===== src/rtl/rms_sumsq_feeder.sv =====
// Streaming sum-of-squares front end for the RMS-norm path: squares and accumulates
// VEC_LEN signed samples, then hands the mean of squares to the sqrt unit.
module rms_sumsq_feeder #(
  parameter int DATA_W   = 9,
  parameter int VEC_LEN  = 8,
  parameter int LOG2_LEN = $clog2(VEC_LEN),
  parameter int RAD_W    = 2*DATA_W
) (
  input  logic              clk,
  input  logic              rst,
  input  logic              in_valid,
  output logic              in_ready,
  input  logic [DATA_W-1:0] in_data,
  input  logic              in_last,
  input  logic              sqrt_busy,
  output logic              sqrt_start,
  output logic [RAD_W-1:0]  sqrt_rad,
  output logic              err_len
);

  localparam int ACC_W = RAD_W + LOG2_LEN;
  localparam logic [LOG2_LEN-1:0] LAST_CNT = LOG2_LEN'(VEC_LEN - 1);

  logic [ACC_W-1:0]    acc_q, acc_d;
  logic [LOG2_LEN-1:0] cnt_q, cnt_d;
  logic                pend_valid_q, pend_valid_d;
  logic [RAD_W-1:0]    pend_data_q, pend_data_d;
  logic                issued_q, issued_d;
  logic [RAD_W-1:0]    rad_q, rad_d;
  logic                err_len_q, err_len_d;

  logic signed [DATA_W-1:0]   data_s;
  logic signed [2*DATA_W-1:0] sq_s;
  logic [ACC_W-1:0]           sum_s;
  logic                       issue_s;
  logic                       beat_s;
  logic                       final_s;

  // (-2^(DATA_W-1))^2 still fits the 2*DATA_W result as a non-negative value
  assign data_s  = $signed(in_data);
  assign sq_s    = data_s * data_s;
  assign sum_s   = acc_q + {{LOG2_LEN{1'b0}}, sq_s};

  // issued_q masks the cycle before the sqrt unit's busy flag rises
  assign issue_s = pend_valid_q && !sqrt_busy && !issued_q;
  assign in_ready   = !pend_valid_q || issue_s;
  assign beat_s     = in_valid && in_ready;
  assign final_s    = (cnt_q == LAST_CNT);
  assign sqrt_start = issue_s;
  assign sqrt_rad   = issue_s ? pend_data_q : rad_q;
  assign err_len    = err_len_q;

  // Next-state logic for accumulation, pending buffer and issue bookkeeping
  always_comb begin
    acc_d        = acc_q;
    cnt_d        = cnt_q;
    pend_valid_d = pend_valid_q;
    pend_data_d  = pend_data_q;
    issued_d     = issue_s;
    rad_d        = rad_q;
    err_len_d    = 1'b0;
    if (issue_s) begin
      pend_valid_d = 1'b0;
      rad_d        = pend_data_q;
    end else begin
      rad_d        = rad_q;
    end
    // a final beat on the issue edge refills the buffer, so set wins over clear
    if (beat_s) begin
      err_len_d = (in_last != final_s);
      if (final_s) begin
        pend_data_d  = sum_s[LOG2_LEN +: RAD_W];
        pend_valid_d = 1'b1;
        acc_d        = '0;
        cnt_d        = '0;
      end else begin
        acc_d = sum_s;
        cnt_d = cnt_q + LOG2_LEN'(1);
      end
    end else begin
      err_len_d = 1'b0;
    end
  end

  // State registers
  always_ff @(posedge clk or posedge rst) begin
    if (rst) begin
      acc_q        <= '0;
      cnt_q        <= '0;
      pend_valid_q <= 1'b0;
      pend_data_q  <= '0;
      issued_q     <= 1'b0;
      rad_q        <= '0;
      err_len_q    <= 1'b0;
    end else begin
      acc_q        <= acc_d;
      cnt_q        <= cnt_d;
      pend_valid_q <= pend_valid_d;
      pend_data_q  <= pend_data_d;
      issued_q     <= issued_d;
      rad_q        <= rad_d;
      err_len_q    <= err_len_d;
    end
  end

endmodule


===== config.mk =====
export PLATFORM = sky130hd
export DESIGN_NAME = rms_sumsq_feeder
export DESIGN_NICKNAME = d
export VERILOG_FILES = /design/src/rtl/rms_sumsq_feeder.sv
export SDC_FILE = /design/constraint.sdc
export NUM_CORES = 1
export LEC_CHECK = 0
export CAP_MARGIN = 5
export CORE_ASPECT_RATIO = 0.75
export CORE_MARGIN = 2
export CORE_UTILIZATION = 45
export CTS_BUF_LIST = sky130_fd_sc_hd__clkbuf_8
export CTS_CLUSTER_DIAMETER = 200
export DETAILED_ROUTE_END_ITERATION = 16
export GPL_TIMING_DRIVEN = 0
export PLACE_DENSITY = 0.68
export SKIP_LAST_GASP = 1
export SLEW_MARGIN = 25
export SYNTH_ARGS = -nofsm -noshare
export SYNTH_HDL_FRONTEND = slang
export SYNTH_SLANG_ARGS = --single-unit

===== constraint.sdc =====
create_clock -name clk -period 3.1 [get_ports clk]
set_input_delay 0.93 -clock clk [delete_from_list [all_inputs] [get_ports clk]]
set_output_delay 0.93 -clock clk [all_outputs]
set_load 0.05 [all_outputs]

; ---- Word-level counts from Yosys, hierarchy flattened
; Cells that the tools add are included.
[totals]
reg_bits = 63
inputBits = 14
output_inout_bits = 21
wordCells = 27
[classes]
n_addsub = 2
n_mul = 1
eq_ne = 2
mux = 7
n_reduce_logical = 8
[ops]
columns = operator, count
row1 = $add 21x18->21, 1
row2 = $mux 21, 1
row3 = $mul 9x9->18, 1
row4 = $mux 18, 1
row5 = $mux 1, 4
row6 = $add 3x1->3 const B, 1
row7 = $eq 3x3->1 const B, 1
row8 = $logic_and 1x1->1, 3
row9 = $logic_not 1->1, 3
row10 = $mux 3, 1
row11 = $reduce_and 2->1, 1
row12 = $logic_or 1x1->1, 1
row13 = $ne 1x1->1, 1

; ---- Logic depth before layout (Yosys ltp)
[logic_depth]
depth_word = 6
mapped_depth = 27

; ---- Least setup slack after synthesis
; No wires, ideal clock.
[synth_timing]
path_type = input-to-reg
start = input in_data[6]
end = register pend_data_q[17]
arrival_time_ns = 6.961
t_required_ns = 2.964
slack_ns = -3.997
cell_stages = 27
n_path_buf = 1
path_cell_list = clkbuf_1 > and2_1 > inv_1 > fa_1 > inv_1 > fa_1 > inv_1 > fa_1 > inv_1 > fa_1 > ha_1 > ha_1 > nor2b_1 > o21ai_0 > a21boi_0 > o41ai_1 > o21ai_0 > nor2_1 > xnor2_1 > ha_1 > a21o_1 > a211o_1 > a2111oi_0 > a21oi_1 > nand3_1 > xor2_1 > o21ai_0
[synth_between]
elab_chain_len = 2
[synth_rtl]
columns = element, line_no
row1 = start: declaration, 13  ; input logic [DATA_W-1:0] in_data,
row2 = $mul 9x9->18, 41  ; assign sq_s = data_s * data_s;
row3 = $add 21x18->21, 42  ; assign sum_s = acc_q + {{LOG2_LEN{1'b0}}, sq_s};
row4 = end signal: assignment, 99  ; pend_data_q <= pend_data_d;
row5 = end: declaration, 27  ; logic [RAD_W-1:0] pend_data_q, pend_data_d;
; Every way passes these cells.
; A chain may end at the register's enable or synchronous reset.

; ---- Final worst setup path
[layout_timing]
start = input in_data[6]
end = register acc_q[20]
[layout_between]
elab_chain_len = 3
[layout_rtl]
columns = element, line_no
row1 = $mul 9x9->18, 41
row2 = $add 21x18->21, 42
row3 = $mux 21, 71  ; if (final_s) begin
row4 = end signal: assignment, 88  ; acc_q <= '0;
row5 = end signal: assignment, 96  ; acc_q <= acc_d;
row6 = end: declaration, 24  ; logic [ACC_W-1:0] acc_q, acc_d;
; Every way passes these cells.

==> impl_metrics.py <==
metrics = {
    "status": {
        "outcome": "finished, violations left",
        "violations": "setup timing",
    },
    "critical_path": {
        "critPathTopFamily": "adder cells",
        "cp-start-kind": "primary input",
        "slowest_delay_ns": 0.55,
        "endpoint_kind": "flip-flop",
        "crit_path_top_delay_cell": "fa_2",
        "critPathRequiredTime_ns": 3.38,
        "cp.arrival_ns": 6.68,
        "crit_type": "in2reg",
        "crit_buf_inv": 7,
        "crit_fanout": 4,
    },
    "clock_network": {
        "cts_tree": "built",
        "cts_made_buffers": 9,
        "clk_path_buf_depth": 2,
        "clkTransAtPathRegs_ns": 0.07,
        "cts-htree-levels": 3,
        "cts-root-buf": "clkbuf_8",
        "clock-sinks": 63,
        "worstSkewPairLatency_ns": 0.35,
    },
    "routing": {
        "wirelength_um": 13400,
        "vias": 4513,
        "wire_per_inst_um": 15.5,
        "drt_iter0_markers": 209,
        "routed_via_density": 5.23,
        "drc": 0,
        "dr.pass1.iters": 4,
        "drtAntennaViolNets": 0,
    },
    "timing": {
        "maxSlewViolCount": 0,
        "max_freq_mhz": 156,
        "grt_setup_unrepaired": "yes",
        "setup_violations": 32,
        "tightest_slew_ns": 0.711,
        "worst_slack_ns": -3.30,
        "hold_viol_final": 0,
        "final.setup_skew_ns": 0.00932,
        "min_period_ns": 6.40,
        "maxSlewHeadroom": 0.514,
        "fin_crit_sh": 2.06,
        "fin_setup_tns_ns": -83.14,
    },
    "placed_design": {
        "pre_cts_slack_ns": -4.68,
        "dp_hpwl_um": 9460,
        "place_congestion": 0.804,
        "portBuffers": 32,
    },
    "run": {
        "cap_violations": 0,
    },
    "global_routing": {
        "grt_pass1_vias": 4596,
        "overflow": 0,
        "grt_pass1_wl_um": 21700,
        "grt_max_degree": 47,
        "antenna_found_initial": 0,
        "groute.usage.overall": 0.197,
    },
    "logic_synthesis": {
        "async_flop_share": 1.00,
        "synth_top_area_cell": "dfrtp_1",
        "syn_avg_cell_area_um2": 9.94,
        "yosysSeqAreaShare": 0.269,
        "synth-seq-cells": 63,
        "syn_inst": 590,
        "synth-edff-count": 0,
        "synth_top_area_frac": 0.269,
        "syn_nets": 722,
        "synth_ff_type": "dfrtp_1",
        "syn_area_mm2": 0.00586,
        "synthDistinctLibCells": 48,
        "synth.area.top_cells": "dfrtp_1 (27%), fa_1 (19%), ha_1 (13%)",
        "yosysWarnings": 0,
    },
    "floorplanning": {
        "core_mm2": 0.0128,
        "rows": 36,
        "die_y_um": 103,
        "die_x_um": 136,
        "start_util": 0.457,
        "io_pins": 35,
        "die_area_mm2": 0.0140,
    },
    "finish": {
        "fin_util": 0.609,
        "layout-drive-gt1-share": 0.342,
        "antennaDiodeCount": 0,
        "nets": 821,
        "area_growth_pct": 33.3,
    },
    "hold_path": {
        "hp-class": "reg2reg",
    },
}
[cells by family (layout without fill, tap and decap cells)]
family | Yosys count | count (layout) | share of synthesized area
simple gates | 127 | 127 | 0.101
fa+ha+maj | 118 | 118 | 0.325
buf+inv | 108 | 210 | 0.0694
compound gates | 101 | 101 | 0.114
flops | 63 | 63 | 0.269
xor+xnor | 42 | 42 | 0.0627
mux | 31 | 31 | 0.0595
[final timing paths]
path | end | slack (ns) | startpoint | cells after the start
max reg2reg | pend_data_q[9]$_DFFE_PP0P_ | 0.10 | acc_q[0]$_DFFE_PP0P_ | 9
min in group asynchronous | cnt_q[1]$_DFFE_PP0P_ | 0.88 | rst | 2
min | pend_data_q[8]$_DFFE_PP0P_ | 0.49 | pend_data_q[8]$_DFFE_PP0P_ | 2
max | acc_q[20]$_DFFE_PP0P_ | -3.30 | in_data[6] | 28
min reg2reg | pend_data_q[8]$_DFFE_PP0P_ | 0.49 | pend_data_q[8]$_DFFE_PP0P_ | 2
max in group asynchronous | rad_q[14]$_DFF_PP0_ | 1.72 | rst | 3
[state kept, by name, summed over array words and instances, names as in the netlist]
| register | cells |
|---|---|
| rad_q | 18 |
| pend_valid_q | 1 |
| pend_data_q | 18 |
| acc_q | 21 |
| issued_q | 1 |
| err_len | 1 |
| cnt_q | 3 |
[worst register-to-register path: cells and delay by family (launching register included)]
kind            cells  cell delay [ns]
mux                 1             0.27
xor+xnor            1             0.11
fa+ha+maj           2             0.42
flops               1             0.40
compound gates      5             1.68
[metal layers]
| metal | vias up | share of wire | wire (um) | GRT usage |
|---|---|---|---|---|
| li1 | 2140 | - | - | - |
| met1 | 2309 | 0.46 | 6170 | 0.269 |
| met2 | 53 | 0.50 | 6720 | 0.329 |
| met3 | 11 | 0.028 | 381 | 0.0447 |
| met4 | 0 | 0.0076 | 102 | 0.0353 |
| met5 | - | 0 | 0 | 0 |
[through the flow]
stage          instance area (um^2)  hold slack (ns)  std cells
2_1_floorplan                  6090            0.444        590
3_3_place_gp                   6620            0.469        793
3_5_place_dp                   6650            0.477        794
4_1_cts                        7510            0.493        850
5_1_grt                        7820            0.509        863
6_report                       7820            0.494        863
[synth_stat cells (2+ instances only)]
library cell / instances
a2111oi_0: 2
a21o_1: 12
a21oi_1: 14
a22o_1: 10
a31oi_1: 6
and2_1: 11
and3_1: 2
buf_1: 2
clkbuf_1: 15
dfrtp_1: 63
fa_1: 57
ha_1: 61
inv_1: 90
mux2_2: 31
nand2_1: 49
nand2b_1: 5
nand3_1: 5
nand4_1: 2
nor2_1: 30
nor2b_1: 7
nor3_1: 6
o21a_1: 6
o21ai_0: 31
o21bai_1: 3
o31ai_1: 3
o41ai_1: 2
or2_2: 3
or3_1: 2
xnor2_1: 34
xor2_1: 8
[placed cells by master (no fill, tap or decap), types with 5 or more instances in the layout]
| cell type | netlist | layout |
|---|---|---|
| inv_1 | 90 | 77 |
| dfrtp_1 | 63 | 63 |
| fa_1 | 57 | 52 |
| ha_1 | 61 | 46 |
| nand2_1 | 49 | 42 |
| buf_4 | 0 | 40 |
| xnor2_1 | 34 | 25 |
| mux2_2 | 31 | 24 |
| nor2_1 | 30 | 22 |
| buf_6 | 0 | 18 |
| buf_2 | 0 | 18 |
| o21ai_1 | 1 | 14 |
| o21ai_0 | 31 | 13 |
| ha_4 | 0 | 13 |
| a21o_1 | 12 | 12 |
| clkbuf_8 | 0 | 12 |
| a22o_1 | 10 | 10 |
| inv_2 | 0 | 10 |
| a21oi_1 | 14 | 9 |
| and2_1 | 11 | 9 |
| clkbuf_1 | 15 | 8 |
| mux2_4 | 0 | 7 |
| buf_8 | 0 | 6 |
| xor2_1 | 8 | 6 |
| o21a_1 | 6 | 5 |
| nor2_2 | 0 | 5 |
| xnor2_2 | 0 | 5 |
| nor3_1 | 6 | 5 |
| nand2b_1 | 5 | 5 |
| fa_2 | 0 | 5 |
[layout make-up]
cell class                      count  area, um^2
Fill cell                        1002        5020
Multi-Input combinational cell    419        4560
Sequential cell                    63        1580
Timing Repair Buffer               89         778
Inverter                           90         348
Tap cell                          171         214
Buffer                             17         184
Clock buffer                        9         124
Clock inverter                      5        27.5
[timing repair]
item,CTS,global route
resized for setup,211,79
setup buffers,42,17
setup endpoints to repair,52,44
hold buffers,0,0
pin swaps,59,34
Power is left out: the tool's default activity adds up to more than one toggle a clock period on the data nets, which glitch-free logic cannot reach.
